**config.mk**
```make
export PLATFORM = sky130hd
export DESIGN_NAME = alu_op_sequencer
export DESIGN_NICKNAME = d
export VERILOG_FILES = /design/src/rtl/alu_op_sequencer.sv
export SDC_FILE = /design/constraint.sdc
export NUM_CORES = 1
export LEC_CHECK = 0
export BUFFER_PORTS_ARGS = -buffer_cell sky130_fd_sc_hd__buf_4
export CAP_MARGIN = 20
export CORE_AREA = 3 3 44 46
export CTS_CLUSTER_DIAMETER = 50
export DETAILED_ROUTE_END_ITERATION = 8
export DIE_AREA = 0 0 47 49
export GPL_ROUTABILITY_DRIVEN = 1
export GPL_TIMING_DRIVEN = 0
export PLACE_DENSITY = 0.74
export SETUP_SLACK_MARGIN = 0.15
export SYNTH_ARGS = -nofsm -noshare
export SYNTH_HDL_FRONTEND = slang
export SYNTH_SLANG_ARGS = --single-unit
export TNS_END_PERCENT = 10
```
**constraint.sdc**
```tcl
create_clock -name CLK -period 1.85 [get_ports CLK]
set_clock_uncertainty 0.05 [all_clocks]
set_input_delay 0.185 -clock CLK [delete_from_list [all_inputs] [get_ports CLK]]
set_output_delay 0.185 -clock CLK [all_outputs]
set_load 0.005 [all_outputs]
```
**src/rtl/alu_op_sequencer.sv**
```systemverilog
// Purpose : sequence the strobes of the 8-bit add/sub ALU from a single Enter key plus an Op switch.
// Latency : a sampled Enter rise shows on the strobe one edge later; LoadR follows LoadB after SETTLE_CYC idle cycles.
// Backpres: none; Enter rises outside WAIT_A/WAIT_B/DONE are dropped, and Clear aborts at once.
//
// Ports:
//   CLK, Reset (sync, active-low), Enter (key level), Op (0 add / 1 sub), Clear (sync abort)
//   Cout_in, OVR_in       - adder flags from the datapath
//   LoadA/LoadB/LoadR     - operand/result register strobes, PULSE_W cycles each
//   ADDSUB, RegClr        - adder mode and register clear
//   Busy, Done, CoutFlag, OvrFlag, State - status and debug
module alu_op_sequencer #(
    parameter int PULSE_W    = 2,
    parameter int SETTLE_CYC = 4
) (
    input  logic       CLK,
    input  logic       Reset,
    input  logic       Enter,
    input  logic       Op,
    input  logic       Clear,
    input  logic       Cout_in,
    input  logic       OVR_in,
    output logic       LoadA,
    output logic       LoadB,
    output logic       LoadR,
    output logic       ADDSUB,
    output logic       RegClr,
    output logic       Busy,
    output logic       Done,
    output logic       CoutFlag,
    output logic       OvrFlag,
    output logic [2:0] State
);

    localparam int CMAX = (PULSE_W > SETTLE_CYC) ? PULSE_W : SETTLE_CYC;
    localparam int CW   = $clog2(CMAX + 1);
    localparam logic [CW-1:0] PW_LAST  = CW'(PULSE_W - 1);
    localparam logic [CW-1:0] SET_LAST = CW'(SETTLE_CYC - 1);

    // Code 7 is deliberately left unused; it falls into the default arm.
    typedef enum logic [2:0] {
        WAIT_A  = 3'd0,
        PULSE_A = 3'd1,
        WAIT_B  = 3'd2,
        PULSE_B = 3'd3,
        SETTLE  = 3'd4,
        PULSE_R = 3'd5,
        DONE    = 3'd6
    } state_t;

    state_t          state_q, state_d;
    logic [CW-1:0]   cnt_q, cnt_d;
    logic            enter_q;
    logic            enter_rise;
    logic            timed;
    logic            addsub_d, cflag_d, oflag_d, regclr_d;

    assign enter_rise = Enter & ~enter_q;
    assign State      = state_q;

    always_comb begin
        state_d  = state_q;
        addsub_d = ADDSUB;
        cflag_d  = CoutFlag;
        oflag_d  = OvrFlag;
        regclr_d = 1'b0;
        timed    = 1'b0;
        cnt_d    = '0;

        case (state_q)
            WAIT_A: begin
                if (enter_rise) state_d = PULSE_A;
            end
            PULSE_A: begin
                timed = 1'b1;
                if (cnt_q == PW_LAST) state_d = WAIT_B;
            end
            WAIT_B: begin
                if (enter_rise) begin
                    addsub_d = Op;
                    state_d  = PULSE_B;
                end
            end
            PULSE_B: begin
                timed = 1'b1;
                if (cnt_q == PW_LAST) state_d = SETTLE;
            end
            SETTLE: begin
                timed = 1'b1;
                if (cnt_q == SET_LAST) state_d = PULSE_R;
            end
            PULSE_R: begin
                timed = 1'b1;
                // Operands have been stable for the whole settle window here.
                if (cnt_q == '0) begin
                    cflag_d = Cout_in;
                    oflag_d = OVR_in;
                end
                if (cnt_q == PW_LAST) state_d = DONE;
            end
            DONE: begin
                if (enter_rise) state_d = PULSE_A;
            end
            default: begin
                state_d  = WAIT_A;
                regclr_d = 1'b1;
            end
        endcase

        // The previous result's flags live until the next LoadA begins.
        if (state_d == PULSE_A && state_q != PULSE_A) begin
            cflag_d = 1'b0;
            oflag_d = 1'b0;
        end

        // Clear wins over everything, including a same-cycle Enter rise.
        if (Clear) begin
            state_d  = WAIT_A;
            regclr_d = 1'b1;
            addsub_d = 1'b0;
            cflag_d  = 1'b0;
            oflag_d  = 1'b0;
        end

        // Terminal-count timer restarted on every state entry.
        if (timed && state_d == state_q) cnt_d = cnt_q + CW'(1);
    end

    always_ff @(posedge CLK) begin
        if (!Reset) begin
            state_q  <= WAIT_A;
            cnt_q    <= '0;
            enter_q  <= 1'b1;   // a key held through reset must not fire
            LoadA    <= 1'b0;
            LoadB    <= 1'b0;
            LoadR    <= 1'b0;
            ADDSUB   <= 1'b0;
            RegClr   <= 1'b1;
            Busy     <= 1'b0;
            Done     <= 1'b0;
            CoutFlag <= 1'b0;
            OvrFlag  <= 1'b0;
        end else begin
            state_q  <= state_d;
            cnt_q    <= cnt_d;
            enter_q  <= Enter;
            // Outputs decode the next state so they change with State itself.
            LoadA    <= (state_d == PULSE_A);
            LoadB    <= (state_d == PULSE_B);
            LoadR    <= (state_d == PULSE_R);
            Busy     <= (state_d inside {PULSE_A, PULSE_B, SETTLE, PULSE_R});
            Done     <= (state_d == DONE);
            ADDSUB   <= addsub_d;
            RegClr   <= regclr_d;
            CoutFlag <= cflag_d;
            OvrFlag  <= oflag_d;
        end
    end

endmodule

```
Yosys cells after proc, flatten, opt, wreduce, memory -nomap -nowiden. Index checks and enable logic that the tools add are counted.

Bits in registers: 16. Input port bits: 7. Memories kept: 0. Memory bits (writable): 0. ROM bits: 0. Latch bits: 0.

Reduce and logical (&&, ||, !) cells: 13. Muxes and demuxes: 10. Multiply operators: 0. $lt $le $gt $ge: 0. Shifts and indexed selects: 0. Eq/ne operators: 16. Add/subtract/negate cells: 1. Div/mod/pow operators: 0. Bitwise logic cells: 3.

Operators by type and width (number): 2-to-1 mux 3 bit (7); equality test 3 bit, second input constant (6); case mux 3 bit (6 select lines) (1); equality test 3 x 1 -> 1 bit, second input constant (4); equality test 3 x 2 -> 1 bit, second input constant (4); OR reduction 7 bit (1); logical NOT 3 bit (2); AND reduction 2 bit (3); nonzero test 4 bit (1); OR reduction 2 bit (2); OR reduction 4 bit (1); adder 3 x 1 -> 3 bit, second input constant (1); equality test 3 bit (1); inequality test 3 x 1 -> 1 bit, second input constant (1); OR reduction 3 bit (1); logical AND 1 bit (2); 2-to-1 mux 1 bit (2); inverter 1 bit (2); bitwise AND 1 bit (1).

Logic depth before layout (Yosys ltp).
Depth in word-level cells: 8. Gate-level depth with buffers: 6. Mapped depth without buffers: 6.

Least setup slack after synthesis. OpenSTA, ideal clock, no wires.

Kind: register -> register. From: register cnt_q[0]. To: register Done. Path buffers: 0. Slack: 525 ps. Stages on the path, launching flop included: 6. Data arrival time: 1216 ps. Period minus slack after synthesis: 1325 ps. Cells stage by stage: dfxtp_1 > ha_1 > ha_1 > or2_2 > a21oi_1 > o31a_1.

Word-level cells in the longest chain between the ends: 5. Elaborated cells between the ends (all ways): 9.

RTL lines: from (decl) (line 51) `logic [CW-1:0] cnt_q, cnt_d;`; from (signal assigned) (line 144) `cnt_q <= cnt_d;`; equality test 3 x 1 -> 1 bit / equality test 3 x 2 -> 1 bit (equally long branches); 2-to-1 mux 3 bit (on tied branches); case mux 3 bit (6 select lines) * (line 69) `case (state_q)`; 2-to-1 mux 3 bit * (line 116) `if (Clear) begin`; equality test 3 bit * (line 151) `Done <= (state_d == DONE);`; to (signal assigned) (line 151); to (decl) (line 28) `output logic Done,`.

Every way passes the cells marked *; elsewhere a longest branch is shown, timed or not. A chain may end at the register's enable or synchronous reset.

Worst setup path after layout.
From: register cnt_q[0]. To: register cnt_q[2].

Word-level cells in the longest chain between the ends: 7. Elaborated cells between the ends (all ways): 12.

RTL lines: equality test 3 x 1 -> 1 bit / equality test 3 x 2 -> 1 bit (equally long branches); 2-to-1 mux 3 bit (on tied branches); case mux 3 bit (6 select lines) (line 69); 2-to-1 mux 3 bit (line 116); equality test 3 bit (line 125) `if (timed && state_d == state_q) cnt_d = cnt_q + CW'(1);`; logical AND 1 bit (line 125); AND reduction 2 bit (no line).

Several ways; a longest one is shown, not always the timed one.

==> run metrics <==
outcome complete, no violations; P_int 0.444 mW; share of synthesized area occupied by flip-flops and latches 0.401; RSZ-0062 raised after global routing no; number of buffer and inverter stages on the critical path 0; number of sinks handled by clock tree synthesis 16; post-synth design cell area 800 µm²; Horiz. Die Dim 47 µm; overall via count from detail_route 665; cell type with the highest aggregate area in the netlist dfxtp_1; endpoint arrival time on the critical path 1.58 ns; highest-delay cell along the critical path dfxtp_1; minimum clock period after layout 1.47 ns; power density over the cells 581 mW/mm²; effective utilization at floorplan 0.519; number of flops mapped to enable cells by yosys 0; cell class contributing the biggest share of worst-path delay flip-flops; total power consumption of the routed design 0.568 mW; Final Cycle Share 0.792; switching power as a share of total power 0.218; clock-pin slew on the worst setup and hold paths 0.09 ns; synth unique cells 30; Clock Path Buffers 2; initial detailed-routing violation count 19; largest net degree at the start of global routing 11; sum of routed wire segments on met1 708 µm; number of max-slew violations in the final report 0; Hold Crit Class input pin to flop; Area growth, synth to finish 22.2%; fraction of synthesis flops using an asynchronous set or reset pin 0; synthesized flop and latch total 16; Rows 14; syn_area_per_cell 9.52 µm²; Max Clk Rate 0.682 GHz; Post-CTS Hold Fix Bufs 0; CP Capture Type flop; wire length per cell after detailed routing 12.7 µm; Yosys warnings 0; met3 wire length 90 µm; Vias/cell 5.50; share of power burned in combinational logic 0.064; sequential group share of total power 0.616; Final setup viols 0; wire length after detailed routing 1540 µm; count of input and output buffers 18; clock tree from TritonCTS done; total net switching power 0.124 mW; net count after synthesis 95; met2 wire length 704 µm; diode insertion count for antenna repair 0; cell types occupying the most area after synthesis dfxtp_1 (40%), ha_1 (6.3%), mux2i_1 (5.0%), nand2b_1 (4.7%), nor2b_1 (3.9%); worst max-slew margin expressed relative to the limit 0.713; First-pass DRT Iterations 4; share of the synthesized area in the top cell type 0.401; Worst-Margin Slew 0.423 ns; top metal layer carrying routed signals met4; cell repeated most along the worst path ha_1; clock share of power 0.320; overall die height 49 µm; later-pin clock latency in the skew report 0.29 ns; half-perimeter wire length after placement 1160 µm; I/O pin count 19; cell chosen for the clock root clkbuf_4; layout net count 118; Die Area 0.00230 mm²; final estimated routing congestion in global placement 0.834; required arrival time at the worst endpoint 1.96 ns; clock buffers created by TritonCTS 3; number of hold-slack violations in the final timing report 0; CP Launch Type flop; layout cell share with drive strength beyond 1 0.324; post-route antenna net violation count 0; Total Routing Usage GR 0.163; vias in the first global route 649; area of the core 0.00154 mm²; sum of negative setup slack 0 ns; largest fanout on the critical path 4; initial antenna violation count 0; worst IR drop on VDD 0.341 mV; Remaining DRCs 0; number of max-cap violations 0; critical path cell sequence ha_1 -> ha_1 -> mux2i_1 -> o311ai_1 -> nor3_1; maximum single-stage delay on the critical path 0.39 ns; total number of H-tree levels 1; type of the worst setup path flop to flop; Post-Synthesis Cells 84; global-route congestion overflow total 0; buffer count from post-CTS setup fixing 0; number of gates given a new drive strength after cts 0; wire length of the first global-routing pass 2790 µm; static leakage 0.407 nW; Top FF cell, synth dfxtp_1
[stage by stage]
stage	setup WS, ns	hold slack, ns	util	cell area, µm²	std cells
after global placement	0.383	0.321	0.619	955	118
after CTS	0.370	0.0440	0.634	977	121
final	0.385	0.0284	0.634	977	121
after detailed placement	0.386	0.346	0.619	955	118
after global routing	0.236	0.0520	0.634	977	121
after floorplan	0.525	0.208	-	800	84
[synth_stat cells (2+ instances only)]
library cell	count
dfxtp_1	16
nor2_1	8
nand2b_1	6
inv_1	5
nor2b_1	5
a21oi_1	4
ha_1	4
mux2i_1	4
nand2_1	3
nand3b_1	3
nor3_1	3
o21ai_0	3
nor2_2	2
or2_2	2
[cell families (layout without fill, tap and decap cells)]
logic type / Yosys count / after routing / synth area share
and+or+nand+nor: 38 / 38 / 0.299
AOI/OAI and AO/OA: 13 / 13 / 0.120
adders and majority gates: 4 / 4 / 0.0626
buffers and inverters: 8 / 29 / 0.0532
DFF: 16 / 16 / 0.401
muxes: 5 / 5 / 0.0642
[path summary, 6_finish.rpt]
check | from | endpoint | slack, ns | depth (start not counted)
worst max-delay path | cnt_q[0] | cnt_q[2] | 0.38 | 5
worst min-delay path | Reset | enter_q | 0.03 | 2
worst max register to register | cnt_q[0] | cnt_q[2] | 0.38 | 5
worst min register to register | cnt_q[0] | cnt_q[0] | 0.45 | 1
[power by group through the flow]
stage,Clock (mW),Combinational [mW],Sequential [mW]
floorplan,0,0.0173,0.358
global placement,0,0.0360,0.358
detailed placement,0,0.0364,0.358
CTS,0.182,0.0365,0.350
global route,0.200,0.0405,0.351
finish,0.182,0.0362,0.350
[routing by layer]
layer,vias up,GRT usage
met2,25,0.244
li1,330,-
met1,305,0.218
met3,5,0.0332
met4,0,0.0691
met5,-,0
[placed cells by master (no fill, tap or decap), types with 2 or more instances in the layout]
| cell | count |
|---|---|
| or2_2 | 2 |
| inv_1 | 5 |
| ha_1 | 4 |
| nor3_1 | 3 |
| dfxtp_1 | 16 |
| nor2_2 | 2 |
| nand2_1 | 3 |
| nand3b_1 | 3 |
| a21oi_1 | 4 |
| nand2b_1 | 6 |
| nor2_1 | 8 |
| clkbuf_4 | 3 |
| buf_4 | 19 |
| mux2i_1 | 4 |
| nor2b_1 | 5 |
| o21ai_0 | 3 |
[cell type report]
type	count	area, µm²
multi-input combinational	60	437
tap	16	20.0
buffer	3	23.8
clock buffer	3	22.5
timing repair buffer	18	135
fill	138	564
sequential	16	320
inverter	5	18.8
[flip-flops by register name, summed over array words and instances (netlist names)]
| name | cells |
|---|---|
| ADDSUB | 1 |
| State | 3 |
| CoutFlag | 1 |
| Done | 1 |
| Busy | 1 |
| cnt_q | 3 |
| OvrFlag | 1 |
| LoadB | 1 |
| RegClr | 1 |
| LoadR | 1 |
| enter_q | 1 |
| LoadA | 1 |
(Power assumes the default switching activity.)
